File: config.mk
export PLATFORM = sky130hd
export DESIGN_NAME = sequence_player
export DESIGN_NICKNAME = d
export VERILOG_FILES = /design/src/rtl/guess_pkg.sv /design/src/rtl/phase_timer.sv /design/src/rtl/sequence_player.sv
export SDC_FILE = /design/constraint.sdc
export NUM_CORES = 1
export LEC_CHECK = 0
export BUFFER_PORTS_ARGS = -buffer_cell sky130_fd_sc_hd__buf_4
export CAP_MARGIN = 20
export CORE_ASPECT_RATIO = 1.4
export CORE_MARGIN = 4
export CORE_UTILIZATION = 30
export CTS_CLUSTER_SIZE = 20
export DETAILED_ROUTE_END_ITERATION = 16
export SYNTH_ARGS = -nofsm -noshare
export SYNTH_HDL_FRONTEND = slang
export SYNTH_SLANG_ARGS = --single-unit
File: constraint.sdc
create_clock -name clk -period 2.3 [get_ports clk]
set_clock_uncertainty 0.2 [all_clocks]
set_input_delay 0 -clock clk [delete_from_list [all_inputs] [get_ports clk]]
set_output_delay 0 -clock clk [all_outputs]
set_load 0.01 [all_outputs]
File: src/rtl/guess_pkg.sv
// Types shared by the guess-capture and sequence-player blocks.
package guess_pkg;
   localparam int STEPS_DEFAULT = 7;

   typedef enum logic [1:0] {IDLE, ON, OFF, DONE} player_state_t;

   typedef logic [0:STEPS_DEFAULT-1] code_t;
endpackage

File: src/rtl/phase_timer.sv
// Loadable down-counter timing one ON or OFF phase; expire is high in the phase's last cycle.
module phase_timer #(
   parameter int W = 2
) (
   input  logic         clk,
   input  logic         rst,
   input  logic         load,
   input  logic [W-1:0] len,
   output logic         expire
);

   logic [W-1:0] cnt;

   // Loading len-1 makes a phase of len cycles end on the cycle where cnt reads 0.
   always_ff @(posedge clk or posedge rst) begin
      if (rst)
         cnt <= '0;
      else if (load)
         cnt <= len - 1'b1;
      else if (cnt != '0)
         cnt <= cnt - 1'b1;
   end

   assign expire = (cnt == '0);

endmodule

File: src/rtl/sequence_player.sv
// Replays four latched step codes as timed pulses on O1..O4.
// Optional feature: SEQ_PLAYER_SKIP_EMPTY_EN collapses all-zero steps to a single ON cycle.
module sequence_player
   import guess_pkg::*;
#(
   parameter int STEPS      = STEPS_DEFAULT,
   parameter int ON_CYCLES  = 2,
   parameter int OFF_CYCLES = 1
) (
   input  logic                     clk,
   input  logic                     rst,
   input  logic                     start,
   input  logic                     abort,
   input  logic [0:STEPS-1]         A,
   input  logic [0:STEPS-1]         B,
   input  logic [0:STEPS-1]         C,
   input  logic [0:STEPS-1]         D,
   output logic                     O1,
   output logic                     O2,
   output logic                     O3,
   output logic                     O4,
   output logic [$clog2(STEPS)-1:0] step,
   output logic                     busy,
   output logic                     done
);

   localparam int MAXC = (ON_CYCLES > OFF_CYCLES) ? ON_CYCLES : OFF_CYCLES;
   localparam int CW   = $clog2(MAXC + 1);
   localparam int SW   = $clog2(STEPS);
   localparam logic [CW-1:0] ON_LEN  = CW'(ON_CYCLES);
   localparam logic [CW-1:0] OFF_LEN = CW'(OFF_CYCLES);

   player_state_t    state;
   logic [0:STEPS-1] sh_a, sh_b, sh_c, sh_d;
   logic [SW-1:0]    idx, nxt;
   logic             last, skip_now;
   logic             tmr_load, tmr_expire;
   logic [CW-1:0]    tmr_len;

   assign nxt  = idx + 1'b1;
   assign last = (idx == SW'(STEPS - 1));
   assign step = idx;

`ifdef SEQ_PLAYER_SKIP_EMPTY_EN
   assign skip_now = ~(sh_a[idx] | sh_b[idx] | sh_c[idx] | sh_d[idx]);
`else
   assign skip_now = 1'b0;
`endif

   phase_timer #(.W(CW)) u_timer (
      .clk    (clk),
      .rst    (rst),
      .load   (tmr_load),
      .len    (tmr_len),
      .expire (tmr_expire)
   );

   // Timer reloads coincide with every entry into ON or OFF.
   always_comb begin
      tmr_load = 1'b0;
      tmr_len  = ON_LEN;
      unique case (state)
         IDLE: tmr_load = start;
         ON: begin
            if (!abort) begin
               if (skip_now) begin
                  tmr_load = !last;
               end else if (tmr_expire) begin
                  tmr_load = 1'b1;
                  tmr_len  = OFF_LEN;
               end
            end
         end
         OFF:     tmr_load = !abort && tmr_expire && !last;
         default: tmr_load = 1'b0;
      endcase
   end

   always_ff @(posedge clk or posedge rst) begin
      if (rst) begin
         state <= IDLE;
         idx   <= '0;
         sh_a  <= '0;
         sh_b  <= '0;
         sh_c  <= '0;
         sh_d  <= '0;
         {O1, O2, O3, O4} <= 4'b0;
         busy  <= 1'b0;
         done  <= 1'b0;
      end else begin
         done <= 1'b0;
         unique case (state)
            IDLE: begin
               if (start) begin
                  sh_a  <= A;
                  sh_b  <= B;
                  sh_c  <= C;
                  sh_d  <= D;
                  idx   <= '0;
                  state <= ON;
                  busy  <= 1'b1;
                  {O1, O2, O3, O4} <= {A[0], B[0], C[0], D[0]};
               end
            end
            ON, OFF: begin
               if (abort) begin
                  state <= IDLE;
                  idx   <= '0;
                  busy  <= 1'b0;
                  {O1, O2, O3, O4} <= 4'b0;
               end else if ((state == ON && skip_now) || (state == OFF && tmr_expire)) begin
                  if (last) begin
                     state <= DONE;
                     idx   <= '0;
                     busy  <= 1'b0;
                     done  <= 1'b1;
                     {O1, O2, O3, O4} <= 4'b0;
                  end else begin
                     state <= ON;
                     idx   <= nxt;
                     {O1, O2, O3, O4} <= {sh_a[nxt], sh_b[nxt], sh_c[nxt], sh_d[nxt]};
                  end
               end else if (state == ON && tmr_expire) begin
                  state <= OFF;
                  {O1, O2, O3, O4} <= 4'b0;
               end
            end
            default: state <= IDLE;
         endcase
      end
   end

endmodule

# After elaboration in Yosys (flattened, before gate mapping)
# Index checks and enable logic that the tools add are counted.
# W data, S select, Z words.
totals:
  wordCells: 103
  regBits: 41
  out_inout_bits: 9
  inputBits: 32
op_classes:
  magnitude_cmp: 1
  muxes: 61
  n_bitwise: 1
  addsub: 3
  reduce_logical: 17
  eq_ne: 7
op_table:
  columns: ["operator", "n"]
  rows:
  - ["$mux W1", 35]
  - ["$mux W2", 10]
  - ["$bmux W1 S3", 4]
  - ["$mux W3", 4]
  - ["$pmux W1 S2", 5]
  - ["$ne A3 B3 Y1 const B", 2]
  - ["$pmux W3 S2", 1]
  - ["$reduce_and A3 Y1", 2]
  - ["$reduce_bool A2 Y1", 3]
  - ["$ge A4 B4 Y1 const B", 1]
  - ["$logic_and A1 B1 Y1", 4]
  - ["$logic_not A2 Y1", 2]
  - ["$ne A4 B4 Y1 const B", 1]
  - ["$not A3 Y4", 1]
  - ["$pmux W2 S2", 1]
  - ["$reduce_and A2 Y1", 2]
  - ["$reduce_and A4 Y1", 1]
  - ["$sub A2 B1 Y2 const B", 2]
  - ["$add A3 B1 Y3 const B", 1]
  - ["$eq A3 B3 Y1 const B", 1]
  - ["$pmux W1 S3", 1]
  - ["$eq A2 B1 Y1 const B", 1]
  - ["$eq A2 B2 Y1 const B", 1]
  - ["$logic_not A1 Y1", 2]
  - ["other kinds (2)", 2]

# Depth between registers and ports, before layout
logic_depth:
  depth_word: 9
  depth_mapped: 8

# By module
# From an unflattened synthesis, not the netlist that was laid out.
unflattened:
  cells_unflattened: 174
  area_unflattened_um2: 2097.0
by_module_without_submodules:
  columns: ["mod", "area_each_um2", "instances", "cells_per_inst", "seq_area_each_um2"]
  rows:
  - ["sequence_player", 2000.7, 1, 165, 975.9]
  - ["phase_timer", 96.3, 1, 9, 50.0]

# Least setup slack after synthesis
# Ideal clock, no wire load.
synth_path:
  path_type: "register to register"
  startpoint: "register idx[0], in the netlist step[0]"
  endpoint: "register O4"
  setup_ns: 0.144
  synth_period_minus_slack_ns: 2.218
  path_buffers: 2
  slack_ns: 0.082
  t_required_ns: 1.956
  arrival_time_ns: 1.874
  stages_incl_launch_ff: 9
  path_cell_list: "dfrtp_1 -> buf_6 -> inv_1 -> ha_1 -> buf_6 -> mux2_2 -> a221o_1 -> o211ai_2 -> a31oi_1"
synth_between:
  elab_chain_len: 9
synth_lines:
  columns: ["item", "line", "text"]
  rows:
  - ["from (decl)", "sequence_player.sv:35", "logic [SW-1:0] idx, nxt;"]
  - ["from (signal assigned)", "sequence_player.sv:120", "idx <= nxt;"]
  - ["$add A3 B1 Y3", "sequence_player.sv:40", "assign nxt = idx + 1'b1;"]
  - ["$not A3 Y4 (not written as such)", "sequence_player.sv:121", "{O1, O2, O3, O4} <= {sh_a[nxt], sh_b[nxt], sh_c[nxt], sh_d[nxt]};"]
  - ["$bmux W1 S3", "sequence_player.sv:121", null]
  - ["$mux W1 (not written as such) (2 in a row)", "sequence_player.sv:121", null]
  - ["$mux W1 (*)", "sequence_player.sv:112", "if (last) begin"]
  - ["$mux W1 (*)", "sequence_player.sv:111", "end else if ((state == ON && skip_now) || (state == OFF && tmr_expire)) begin"]
  - ["$mux W1 (*)", "sequence_player.sv:106", "if (abort) begin"]
  - ["$pmux W1 S2 (*)", "sequence_player.sv:92", "unique case (state)"]
  - ["to (signal assigned)", "sequence_player.sv:102", "{O1, O2, O3, O4} <= {A[0], B[0], C[0], D[0]};"]
  - ["to (signal assigned)", "sequence_player.sv:121", null]
  - ["to (decl)", "sequence_player.sv:21", "output logic O4,"]
# Every way passes the cells marked *; elsewhere a longest branch is shown, timed or not. The select of a mux whose other input is x is not followed.
# A chain may end at the register's enable or synchronous reset.

# Final worst setup path
layout_path:
  startpoint: "register idx[1], in the netlist step[1]"
  endpoint: "register O2"
layout_between:
  elab_chain_len: 9
layout_lines:
  columns: ["item", "line", "text"]
  rows:
  - ["$add A3 B1 Y3", "sequence_player.sv:40", null]
  - ["$not A3 Y4 (not written as such)", "sequence_player.sv:121", null]
  - ["$bmux W1 S3", "sequence_player.sv:121", null]
  - ["$mux W1 (not written as such) (2 in a row)", "sequence_player.sv:121", null]
  - ["$mux W1 (*)", "sequence_player.sv:112", null]
  - ["$mux W1 (*)", "sequence_player.sv:111", null]
  - ["$mux W1 (*)", "sequence_player.sv:106", null]
  - ["$pmux W1 S2 (*)", "sequence_player.sv:92", null]
  - ["to (signal assigned)", "sequence_player.sv:102", null]
  - ["to (signal assigned)", "sequence_player.sv:121", null]
  - ["to (decl)", "sequence_player.sv:19", "output logic O2,"]
# Marked as above.

==> results by group <==
Timing
  – RSZ-0062 raised after global routing: no
  – Final setup fails: 0
  – Max-slew headroom: 65.61%
  – Fin. Hold Viols: 0
  – Final setup TNS: 0 ns
  – Final worst-path cycle share: 87.13%
  – Max Slew Vio Count: 0
  – F_max: 499.0 MHz
  – Post-layout min period: 2.004 ns
  – Least-Margin Pin Slew: 0.5159 ns

Pwr
  – Power per Cell Area: 1031 nW/um^2
  – Pleak: 1.261 nW
  – Worst vdd rail ir drop: 565.4 uV

Floorplanning
  – Core ar.: 6569 um^2
  – Die span in x: 77.58 um
  – Ports: 41
  – # rows: 35
  – Die area: 8177 um^2
  – DIE HEIGHT: 105.4 um
  – Initial Util: 30.95%

Yosys
  – Register bit total from synthesis: 41
  – Yosys cell types: 36
  – Synth top area cells: dfrtp_1 (50%), mux2_2 (16%), mux4_2 (4.4%), ha_1 (3.7%), a221o_1 (2.0%)
  – Synth Instances: 155
  – Dominant cell type by area after synthesis: dfrtp_1
  – Synthesized cell area: 2033 um^2
  – Avg Cell Area, Syn: 13.12 um^2
  – Yosys Warn Count: 0
  – Synth top area share: 50.46%
  – Sequential cell area fraction in the yosys report: 50.46%
  – Syn_nets: 193

Drt
  – 1st-pass router iterations: 5
  – Detailed-route wire length: 4598 um
  – DR WL/cell: 14.98 um
  – Detail Route Antenna Nets: 0
  – # DRC: 0
  – Detailed-route via count: 1528
  – DR iter-0 viols: 48
  – Post-DR vias/cell: 4.977

CTS
  – Inserted Clock Buffers: 5
  – Hold Buf Count CTS: 31
  – CTS sink count: 41
  – H-Tree Depth: 2
  – Clock insertion delay at the later pin of the skew report: 0.29 ns
  – Post_cts resized: 0
  – Post-CTS Setup Bufs: 0
  – Clk pin slew, worst setup/hold paths: 0.08 ns
  – Clk buf depth: 2
  – CTS tree: built
  – CTS Root Cell: clkbuf_8

Final layout
  – # diodes: 0
  – Filler cells: 638
  – P&R area growth vs syn: 39.82%
  – Multi-input logic area: 943.4 um^2
  – Final Util: 43.28%
  – Ratio of cells with drive above 1 in the final layout: 40.34%
  – Register Area: 1026 um^2
  – Final net count: 271

Placement
  – RD Place Congestion: 0.7833
  – DPL Wire Length: 3322 um
  – Port bufs: 40

Setup path
  – Crit path max fanout: 5
  – FF-to-FF path depth: 6
  – Reg2reg setup slack: 0.30 ns
  – Worst reg2reg startpoint: step[1]
  – Crit. End Element: flip-flop
  – Arrival time worst endpoint: 1.97 ns
  – Reg2reg end: O2
  – Required time of the critical path: 2.27 ns
  – CP Launch Type: flip-flop
  – Crit path kind: reg2reg

Global route
  – First-pass GRT wire length: 7907 um
  – Largest net degree at the start of global routing: 42
  – Grt total ovfl: 0
  – Global-route usage over all layers: 12.19%
  – Initial antenna violation count: 0
  – Vias in the first global route: 1677

Run
  – Maxcap violations: 0

Worst hold path
  – Hold Path Class: in2async

Run status
  – Outcome: finished, final reports clean
[how the worst max path moves through the flow]
stage	depth (start not counted)	startpoint	endpoint	slack, ns
6_report	6	step[1]	O2	0.30
5_1_grt	6	state[0]	O1	0.09
4_1_cts	6	state[0]	O1	0.28
3_5_place_dp	6	step[1]	O2	0.30
3_3_place_gp	6	step[1]	O4	0.34
2_1_floorplan	8	step[0]	O4	0.08
[critical path, stage by stage (launching register included)]
cell      delay (ns)
dfrtp_1         0.42
ha_1            0.31
buf_4           0.15
mux2_1          0.33
a221o_1         0.29
o211ai_1        0.09
a31oi_1         0.10
[report_power, final]
| part | leakage [nW] | internal, W | switching [W] |
|---|---|---|---|
| combinational | 0.722 | 0.000708 | 0.000505 |
| clock | 0.0443 | 0.000238 | 0.000232 |
| sequential | 0.495 | 0.00105 | 0.000196 |
[final cells by class]
cell class,instances,area share (%)
repair buffers,78,23.77
clock buffers,7,3.037
multi-input cells,102,33.19
well taps,74,3.257
inverters,5,0.6602
flip-flops and latches,41,36.09
[cells in the final DEF (no fill, tap or decap), types with 6 or more instances in the layout]
master and count:
dfrtp_1 41, mux2_2 29, dlygate4sd3_1 31, ha_1 6, nor2_1 6, buf_4 46
clkbuf_8 6, o21ai_0 6
[cell families after synthesis]
family	count (synthesis)	synth area share, %
adder cells (fa/ha/maj)	6	3.692
flip-flops	41	50.46
XOR/XNOR	2	0.8617
buffers and inverters	12	3.138
multiplexers	37	22.65
AO/OA/AOI/OAI	32	11.88
AND/OR/NAND/NOR	25	7.323
[Yosys cell counts]
| cell | instances |
|---|---|
| o32ai_1 | 1 |
| mux2_1 | 3 |
| buf_6 | 2 |
| mux2i_1 | 1 |
| nor4b_1 | 1 |
| a21oi_1 | 3 |
| xor2_1 | 1 |
| o211ai_1 | 3 |
| buf_2 | 3 |
| xnor2_1 | 1 |
| nor3b_1 | 1 |
| or2_2 | 1 |
| a211oi_2 | 1 |
| o21ai_1 | 2 |
| nor2b_1 | 3 |
| nor3b_2 | 1 |
| a22o_1 | 1 |
| a31oi_1 | 5 |
| clkbuf_1 | 2 |
| nor2_1 | 6 |
| o211a_1 | 1 |
| dfrtp_1 | 41 |
| o211ai_2 | 1 |
| nand2_1 | 5 |
| and3_2 | 1 |
| o21ai_0 | 6 |
| o22a_2 | 1 |
| mux2_2 | 29 |
| nand2b_1 | 5 |
| inv_1 | 5 |
| nor4b_2 | 1 |
| a21o_1 | 2 |
| a2111oi_2 | 1 |
| a221o_1 | 4 |
| mux4_2 | 4 |
| ha_1 | 6 |
[stage by stage]
stage	std cells	power (W)	hold slack, ns	worst slack, ns	instance area, um^2
after floorplan	155	0.002051	-0.04955	0.08193	2033
after global placement	269	0.002429	-0.02869	0.3444	2446
after detailed placement	269	0.002454	-0.03254	0.3035	2446
after CTS	307	0.002970	0.2111	0.2803	2843
after global routing	307	0.003136	0.2678	0.08917	2843
final	307	0.002930	0.2052	0.2959	2843
[sequential cells by signal (all words and copies together), names as in the netlist]
| signal | count |
|---|---|
| O1 | 1 |
| O2 | 1 |
| O3 | 1 |
| O4 | 1 |
| busy | 1 |
| done | 1 |
| sh_a | 7 |
| sh_b | 7 |
| sh_c | 7 |
| sh_d | 7 |
| state | 2 |
| step | 3 |
| u_timer.cnt | 2 |
[metal layers]
| layer | vias up | wire length (um) | global-route usage (%) |
|---|---|---|---|
| met5 | - | 0 | 0 |
| met4 | 0 | 162 | 6.361 |
| met3 | 10 | 144 | 2.393 |
| met2 | 34 | 2446 | 21.94 |
| met1 | 758 | 1845 | 13.32 |
| li1 | 726 | - | - |
No activity file was read; power rests on OpenSTA's default activity.
